==> config.mk <==
export PLATFORM = sky130hd
export DESIGN_NAME = pair_scan_sched
export DESIGN_NICKNAME = d
export VERILOG_FILES = /design/src/rtl/pair_scan_pkg.sv /design/src/rtl/pair_det.sv /design/src/rtl/pair_scan_sched.sv
export SDC_FILE = /design/constraint.sdc
export NUM_CORES = 1
export LEC_CHECK = 0
export CORE_UTILIZATION = 44
export DETAILED_ROUTE_END_ITERATION = 12
export GPL_ROUTABILITY_DRIVEN = 0
export PLACE_DENSITY = 0.8
export SLEW_MARGIN = 20
export SYNTH_ARGS = -nofsm -noshare
export SYNTH_HDL_FRONTEND = slang
export SYNTH_SLANG_ARGS = --single-unit
==> constraint.sdc <==
create_clock -name clk -period 2.47 [get_ports clk]
set_input_delay 0.247 -clock clk [delete_from_list [all_inputs] [get_ports clk]]
set_output_delay 0.247 -clock clk [all_outputs]
set_load 0.005 [all_outputs]
==> src/rtl/pair_scan_pkg.sv <==
// Shared types and constants for the pair-scan scheduler.
//   state_t         : scheduler FSM states
//   PATTERN_DEFAULT : nibble code whose back-to-back occurrence is a hit
package pair_scan_pkg;

    typedef enum logic [1:0] {
        IDLE   = 2'd0,
        GRANT  = 2'd1,
        RUN    = 2'd2,
        REPORT = 2'd3
    } state_t;

    localparam logic [3:0] PATTERN_DEFAULT = 4'b1101;

endpackage

==> src/rtl/pair_det.sv <==
// Consecutive-pattern nibble pair detector, the resource shared by all channels.
//   clk   : system clock, rising edge
//   reset : asynchronous, active-low reset
//   clr   : clears the "previous nibble matched" flag (start of a frame)
//   acc   : a nibble is being accepted this cycle
//   nib   : the nibble being accepted
//   hit   : combinational; accepted nibble matches and so did the previous one
module pair_det
    import pair_scan_pkg::*;
#(
    parameter logic [3:0] PATTERN = PATTERN_DEFAULT
) (
    input  logic       clk,
    input  logic       reset,
    input  logic       clr,
    input  logic       acc,
    input  logic [3:0] nib,
    output logic       hit
);

    logic prev_match_q;
    logic prev_match_d;
    logic is_pat;

    // The flag only moves on an accept, so idle cycles inside a frame do not
    // break a run of matching nibbles.
    always_comb begin
        is_pat       = (nib == PATTERN);
        hit          = acc & is_pat & prev_match_q;
        prev_match_d = prev_match_q;
        if (clr) begin
            prev_match_d = 1'b0;
        end else if (acc) begin
            prev_match_d = is_pat;
        end
    end

    always_ff @(posedge clk or negedge reset) begin
        if (!reset) begin
            prev_match_q <= 1'b0;
        end else begin
            prev_match_q <= prev_match_d;
        end
    end

endmodule

==> src/rtl/pair_scan_sched.sv <==
// Round-robin scheduler sharing one pair detector among NCH nibble sources.
//   clk, reset : clock (rising edge) and asynchronous active-low reset
//   req        : per-channel frame request, held until that channel is done
//   len        : per-channel frame length in nibbles, LEN_W bits per channel
//   in_valid   : per-channel nibble valid
//   in_data    : per-channel nibble, 4 bits per channel
//   in_ready   : per-channel accept, only the granted channel while running
//   gnt        : registered one-hot grant
//   done       : one-cycle pulse when a frame completes
//   aborted    : with done, 1 when the frame ended because req dropped
//   done_id    : channel of the last completed frame (held)
//   hit_cnt    : saturating hit count of the last completed frame (held)
module pair_scan_sched
    import pair_scan_pkg::*;
#(
    parameter int         NCH     = 4,
    parameter logic [3:0] PATTERN = PATTERN_DEFAULT,
    parameter int         LEN_W   = 8,
    parameter int         CNT_W   = 8,
    localparam int        ID_W    = $clog2(NCH)
) (
    input  logic                 clk,
    input  logic                 reset,
    input  logic [NCH-1:0]       req,
    input  logic [NCH*LEN_W-1:0] len,
    input  logic [NCH-1:0]       in_valid,
    input  logic [NCH*4-1:0]     in_data,
    output logic [NCH-1:0]       in_ready,
    output logic [NCH-1:0]       gnt,
    output logic                 done,
    output logic                 aborted,
    output logic [ID_W-1:0]      done_id,
    output logic [CNT_W-1:0]     hit_cnt
);

    state_t            state_q, state_d;
    logic [ID_W-1:0]   ptr_q, ptr_d;
    logic [ID_W-1:0]   g_q, g_d;
    logic [LEN_W-1:0]  len_q, len_d;
    logic [LEN_W-1:0]  acc_cnt_q, acc_cnt_d;
    logic [CNT_W-1:0]  cnt_q, cnt_d;
    logic [NCH-1:0]    gnt_q, gnt_d;
    logic              done_q, done_d;
    logic              aborted_q, aborted_d;
    logic [ID_W-1:0]   done_id_q, done_id_d;
    logic [CNT_W-1:0]  hit_cnt_q, hit_cnt_d;

    logic [LEN_W-1:0]  len_arr [NCH];
    logic [3:0]        nib_arr [NCH];
    logic [ID_W-1:0]   winner;
    logic [NCH-1:0]    g_onehot;
    logic              det_clr;
    logic              det_acc;
    logic              det_hit;
    logic              last_acc;
    logic              req_drop;

    for (genvar i = 0; i < NCH; i++) begin : g_unpack
        assign len_arr[i] = len[i*LEN_W +: LEN_W];
        assign nib_arr[i] = in_data[i*4 +: 4];
    end

    // First set request at or after the pointer, walking upward with wrap.
    function automatic logic [ID_W-1:0] rr_pick(input logic [NCH-1:0] r,
                                                 input logic [ID_W-1:0] p);
        logic [ID_W-1:0] w;
        logic [ID_W-1:0] c;
        logic            found;
        w     = p;
        c     = p;
        found = 1'b0;
        for (int k = 0; k < NCH; k++) begin
            if (!found && r[c]) begin
                w     = c;
                found = 1'b1;
            end
            c = (c == ID_W'(NCH - 1)) ? '0 : c + ID_W'(1);
        end
        return w;
    endfunction

    assign winner   = rr_pick(req, ptr_q);
    assign g_onehot = NCH'(1) << g_q;

    // A completing accept wins over a simultaneous req drop: the frame is whole.
    assign last_acc = det_acc && ((acc_cnt_q + LEN_W'(1)) == len_q);
    assign req_drop = (state_q == RUN) && !req[g_q] && !last_acc;

    pair_det #(
        .PATTERN (PATTERN)
    ) u_det (
        .clk   (clk),
        .reset (reset),
        .clr   (det_clr),
        .acc   (det_acc),
        .nib   (nib_arr[g_q]),
        .hit   (det_hit)
    );

    always_ff @(posedge clk or negedge reset) begin
        if (!reset) begin
            state_q <= IDLE;
        end else begin
            state_q <= state_d;
        end
    end

    always_comb begin
        state_d = state_q;
        case (state_q)
            IDLE:    if (|req) state_d = GRANT;
            GRANT:   state_d = (len_q == '0) ? REPORT : RUN;
            RUN:     if (last_acc || req_drop) state_d = REPORT;
            REPORT:  state_d = IDLE;
            default: state_d = IDLE;
        endcase
    end

    // Only the granted channel sees ready, and only while the frame runs.
    always_comb begin
        in_ready = '0;
        det_clr  = 1'b0;
        det_acc  = 1'b0;
        case (state_q)
            GRANT: det_clr = 1'b1;
            RUN: begin
                in_ready = g_onehot;
                det_acc  = in_valid[g_q];
            end
            default: ;
        endcase
    end

    // Result registers load from cnt_d so a hit on the final nibble is included.
    always_comb begin
        ptr_d     = ptr_q;
        g_d       = g_q;
        len_d     = len_q;
        acc_cnt_d = acc_cnt_q;
        cnt_d     = cnt_q;
        done_id_d = done_id_q;
        hit_cnt_d = hit_cnt_q;
        if ((state_q == IDLE) && (|req)) begin
            g_d   = winner;
            len_d = len_arr[winner];
        end
        if (state_q == GRANT) begin
            acc_cnt_d = '0;
            cnt_d     = '0;
        end
        if (det_acc) begin
            acc_cnt_d = acc_cnt_q + LEN_W'(1);
            if (det_hit && (cnt_q != '1)) begin
                cnt_d = cnt_q + CNT_W'(1);
            end
        end
        if (state_q == REPORT) begin
            ptr_d = (g_q == ID_W'(NCH - 1)) ? '0 : g_q + ID_W'(1);
        end
        gnt_d     = (state_d == RUN) ? g_onehot : '0;
        done_d    = (state_d == REPORT);
        aborted_d = (state_d == REPORT) && req_drop;
        if (state_d == REPORT) begin
            done_id_d = g_q;
            hit_cnt_d = cnt_d;
        end
    end

    always_ff @(posedge clk or negedge reset) begin
        if (!reset) begin
            ptr_q     <= '0;
            g_q       <= '0;
            len_q     <= '0;
            acc_cnt_q <= '0;
            cnt_q     <= '0;
            gnt_q     <= '0;
            done_q    <= 1'b0;
            aborted_q <= 1'b0;
            done_id_q <= '0;
            hit_cnt_q <= '0;
        end else begin
            ptr_q     <= ptr_d;
            g_q       <= g_d;
            len_q     <= len_d;
            acc_cnt_q <= acc_cnt_d;
            cnt_q     <= cnt_d;
            gnt_q     <= gnt_d;
            done_q    <= done_d;
            aborted_q <= aborted_d;
            done_id_q <= done_id_d;
            hit_cnt_q <= hit_cnt_d;
        end
    end

    assign gnt     = gnt_q;
    assign done    = done_q;
    assign aborted = aborted_q;
    assign done_id = done_id_q;
    assign hit_cnt = hit_cnt_q;

endmodule
==> run summary <==
CELLS AND AREA
--------------------------------------------------------------------------------
Multi-input logic area                                                  1830 µm²
Fraction of layout cells with a size suffix above 1                        22.6%
Count of fill cells added during filler insertion                            475
ANT cells                                                                      0
Storage cell area                                                       1180 µm²
Most common cell after layout, fill and taps aside                  sky130_fd_sc_hd__clkdlybuf4s50_1
Post-layout nets                                                             488
Layout Area Growth over Synthesis                                          49.0%
Commonest cells after routing, fill and taps aside                  76 x sky130_fd_sc_hd__clkdlybuf4s50_1, 47 x sky130_fd_sc_hd__dfrtp_1, 43 x sky130_fd_sc_hd__buf_4

LOGIC SYNTHESIS
--------------------------------------------------------------------------------
Share of async-settable or async-resettable flops after synthesis           100%
Top cells by area, synth                                            sky130_fd_sc_hd__dfrtp_1 40%, sky130_fd_sc_hd__mux2i_1 6.4%, sky130_fd_sc_hd__ha_1 4.6%
Synthesized Nets                                                             369
Area of the mapped netlist                                              2970 µm²
Predominant post-synthesis flop cell                                sky130_fd_sc_hd__dfrtp_1
Post-synthesis instance total                                                300
Flops & latches, synth                                                        47
Post-synth EDFFs                                                               0
Cell taking the most area after synthesis                           sky130_fd_sc_hd__dfrtp_1
Average instance area after synthesis                                   9.91 µm²
Part of the Yosys area used for sequential elements                        39.6%
Distinct cells, synth                                                         52
Area share of the leading cell type in the synthesized netlist             39.6%
Synthesis warning total                                                        0

SETUP PATH
--------------------------------------------------------------------------------
Critical path type                                                  register to register
CP required                                                              2.65 ns
Setup crit end kind                                                     register
Cell with the biggest individual delay on the critical path         sky130_fd_sc_hd__or3_4
Critical Path, Cell by Cell                                         and3_4 > nand3_4 > or4_4 > a2111oi_4 > nor4b_4 > or3_4 > mux2_4
Signal arrival time at the worst endpoint                                2.82 ns
Top delay family on crit path                                       simple AND/OR/NAND/NOR gates
Delay of the slowest cell on the worst path                              0.47 ns
Combined buffer and inverter count along the critical path                     0
Critical path launch point type                                         register
Maximum net fanout on the critical path                                        6

POWER
--------------------------------------------------------------------------------
Clock group share of total power                                           11.7%
Leak                                                                     2.01 nW
Pwr/cell area                                                        1130 nW/µm²
Overall Power                                                            5.00 mW
Switching power total                                                    1.95 mW
Peak supply drop                                                        0.843 mV
Cell internal pwr                                                        3.05 mW
Part of the power in combinational logic                                   66.1%
Reg power frac                                                             22.2%
Switching Fraction                                                         39.0%

CLOCK NETWORK
--------------------------------------------------------------------------------
CTS buffer count                                                               5
Clock-pin slew on the worst setup and hold paths                         0.09 ns
Clock Sink Count                                                              47
CTS H-Tree Depth                                                               2
Clock latency reported for the late side of the worst-skew pair          0.30 ns
Cts hold-fix bufs                                                              0
Worst-case clock buffer depth                                                  2
Clock Root Buffer                                                   sky130_fd_sc_hd__clkbuf_8
Clock tree from TritonCTS                                                  built

RUN
--------------------------------------------------------------------------------
Max-capacitance violation count                                                0

ROUTE
--------------------------------------------------------------------------------
First DRT Iteration DRCs                                                     115
Drc violations                                                                 6
Number of detailed-routing iterations run before antenna repair                8
Final routed wirelength across all metal layers                          8.07 mm
Via-per-instance ratio                                                      5.54
Wire per inst                                                            16.2 µm
Antenna-violating nets left                                                    0
Total number of vias                                                        2752

FLOORPLANNING
--------------------------------------------------------------------------------
Core footprint                                                          6420 µm²
Floorplan die area                                                      7090 µm²
I/O Pins                                                                      78
Die Span X                                                               84.2 µm
Initial Util                                                               46.3%
Total number of placement rows                                                29
Vertical extent of the die                                               84.2 µm

PLACED DESIGN
--------------------------------------------------------------------------------
PortBufs                                                                      77
Setup slack at placement                                               -0.174 ns
DP Wirelength                                                            5.57 mm

RUN STATUS
--------------------------------------------------------------------------------
Run status                                                          finished with violations
Failing checks                                                      design-rule violations, negative setup slack

TIMING
--------------------------------------------------------------------------------
Max-slew violation total from the final report                                 0
Crit path setup slack, layout                                          -0.164 ns
Final Hold Vio Count                                                           0
Max Clock Skew                                                        0.00760 ns
Remaining max-slew budget at the tightest pin                              60.0%
Total setup violations reported at the end of the flow                        17
Period Utilization, post-route                                              107%
Transition time of the tightest slew-check pin                          0.600 ns
Highest achievable clock rate                                          0.380 GHz
Clock period minus worst slack                                           2.63 ns
RSZ-0062 raised after global routing                                        true

GLOBAL ROUTE
--------------------------------------------------------------------------------
Initial antenna violation count                                                0
First-pass GRT wire length                                               13.1 mm
GR Overflow Total                                                              0
Via count of the first global-routing pass                                  2833
Global router's overall resource usage                                     23.0%
Maximum number of pins on one net before global-route repair                  48

MIN PATH
--------------------------------------------------------------------------------
Worst hold path class                                               primary input to async pin

-- stage by stage --
stage / utilization [%] / cells / setup TNS [ns] / instance area (µm²) / hold WS, ns
3_3_place_gp: 63.1 / 474 / -1.17 / 4050 / 0.366
4_1_cts: 66.8 / 486 / -0.704 / 4290 / 0.0492
2_1_floorplan: - / 300 / -0.539 / 3000 / -0.0486
6_report: 69.0 / 497 / -1.47 / 4430 / 0.0302
3_5_place_dp: 63.1 / 474 / -1.89 / 4050 / 0.379
5_1_grt: 69.0 / 497 / -3.19 / 4430 / 0.0790
-- layout make-up --
| cell class | count | share of cell area [%] |
|---|---|---|
| Clock buffer | 6 | 1.86 |
| Clock inverter | 2 | 0.791 |
| Inverter | 8 | 0.678 |
| Multi-Input combinational cell | 231 | 41.4 |
| Sequential cell | 47 | 26.5 |
| Tap cell | 77 | 2.17 |
| Timing Repair Buffer | 126 | 26.6 |
-- cells by family (layout without fill, tap and decap cells) --
kind of cell / Yosys count / after routing / synth area share (%)
XOR/XNOR: 11 / 11 / 3.24
AO/OA/AOI/OAI: 65 / 65 / 15.0
adder cells (fa/ha/maj): 11 / 11 / 4.63
multiplexers: 35 / 35 / 14.7
AND/OR/NAND/NOR: 108 / 109 / 19.5
buffers and inverters: 23 / 142 / 3.37
flip-flops: 47 / 47 / 39.6
-- cells in the mapped netlist (5+ instances only) --
cell type	count
sky130_fd_sc_hd__a21oi_1	5
sky130_fd_sc_hd__and2_1	9
sky130_fd_sc_hd__and3_1	6
sky130_fd_sc_hd__clkbuf_1	10
sky130_fd_sc_hd__dfrtp_1	47
sky130_fd_sc_hd__ha_1	11
sky130_fd_sc_hd__inv_1	7
sky130_fd_sc_hd__mux2_4	9
sky130_fd_sc_hd__mux2i_1	19
sky130_fd_sc_hd__nand2_1	32
sky130_fd_sc_hd__nand2b_1	7
sky130_fd_sc_hd__nand3_1	5
sky130_fd_sc_hd__nor2_1	18
sky130_fd_sc_hd__nor2b_1	9
sky130_fd_sc_hd__o21ai_0	25
sky130_fd_sc_hd__o221ai_1	8
sky130_fd_sc_hd__o31ai_1	5
sky130_fd_sc_hd__xnor2_1	6
sky130_fd_sc_hd__xor2_1	5
-- state kept, by name (all words and copies together) (netlist names) --
signal	flops
acc_cnt_q	8
cnt_q	8
hit_cnt	8
len_q	8
gnt	4
done_id	2
g_q	2
ptr_q	2
state_q	2
aborted	1
done	1
u_det.prev_match_q	1
-- layer usage --
metal	wire, µm	GRT usage (%)	vias up	share of wire [%]
li1	-	-	1328	-
met5	0	0	-	0
met2	4350	42.5	66	54
met4	63	3.92	0	0.78
met3	272	5.11	8	3.4
met1	3380	27.7	1350	42
-- power by group through the flow --
stage	Clock (mW)	Sequential [mW]	Combinational, mW
global route	0.630	1.13	3.56
CTS	0.596	1.10	3.07
global placement	0	1.10	2.49
detailed placement	0	1.11	2.59
floorplan	0	1.10	1.77
finish	0.586	1.11	3.30
-- final timing paths --
kind	end	slack, ns	startpoint	depth (start not counted)
max in group asynchronous	g_q[1]	2.04	reset	2
hold / removal	gnt[0]	0.03	reset	2
min in group clk	done_id[0]	0.52	done_id[0]	1
hold reg to reg	done_id[0]	0.52	done_id[0]	1
setup reg to reg	hit_cnt[4]	-0.16	acc_cnt_q[1]	7
setup / recovery	hit_cnt[4]	-0.16	acc_cnt_q[1]	7
-- what timing repair did --
action	CTS	global route
endpoints found under the setup margin	18	23
resized for setup	11	15
pin swaps	3	19
cloned	3	0
buffers inserted	1	13
Power figures use the tool's default switching activity.
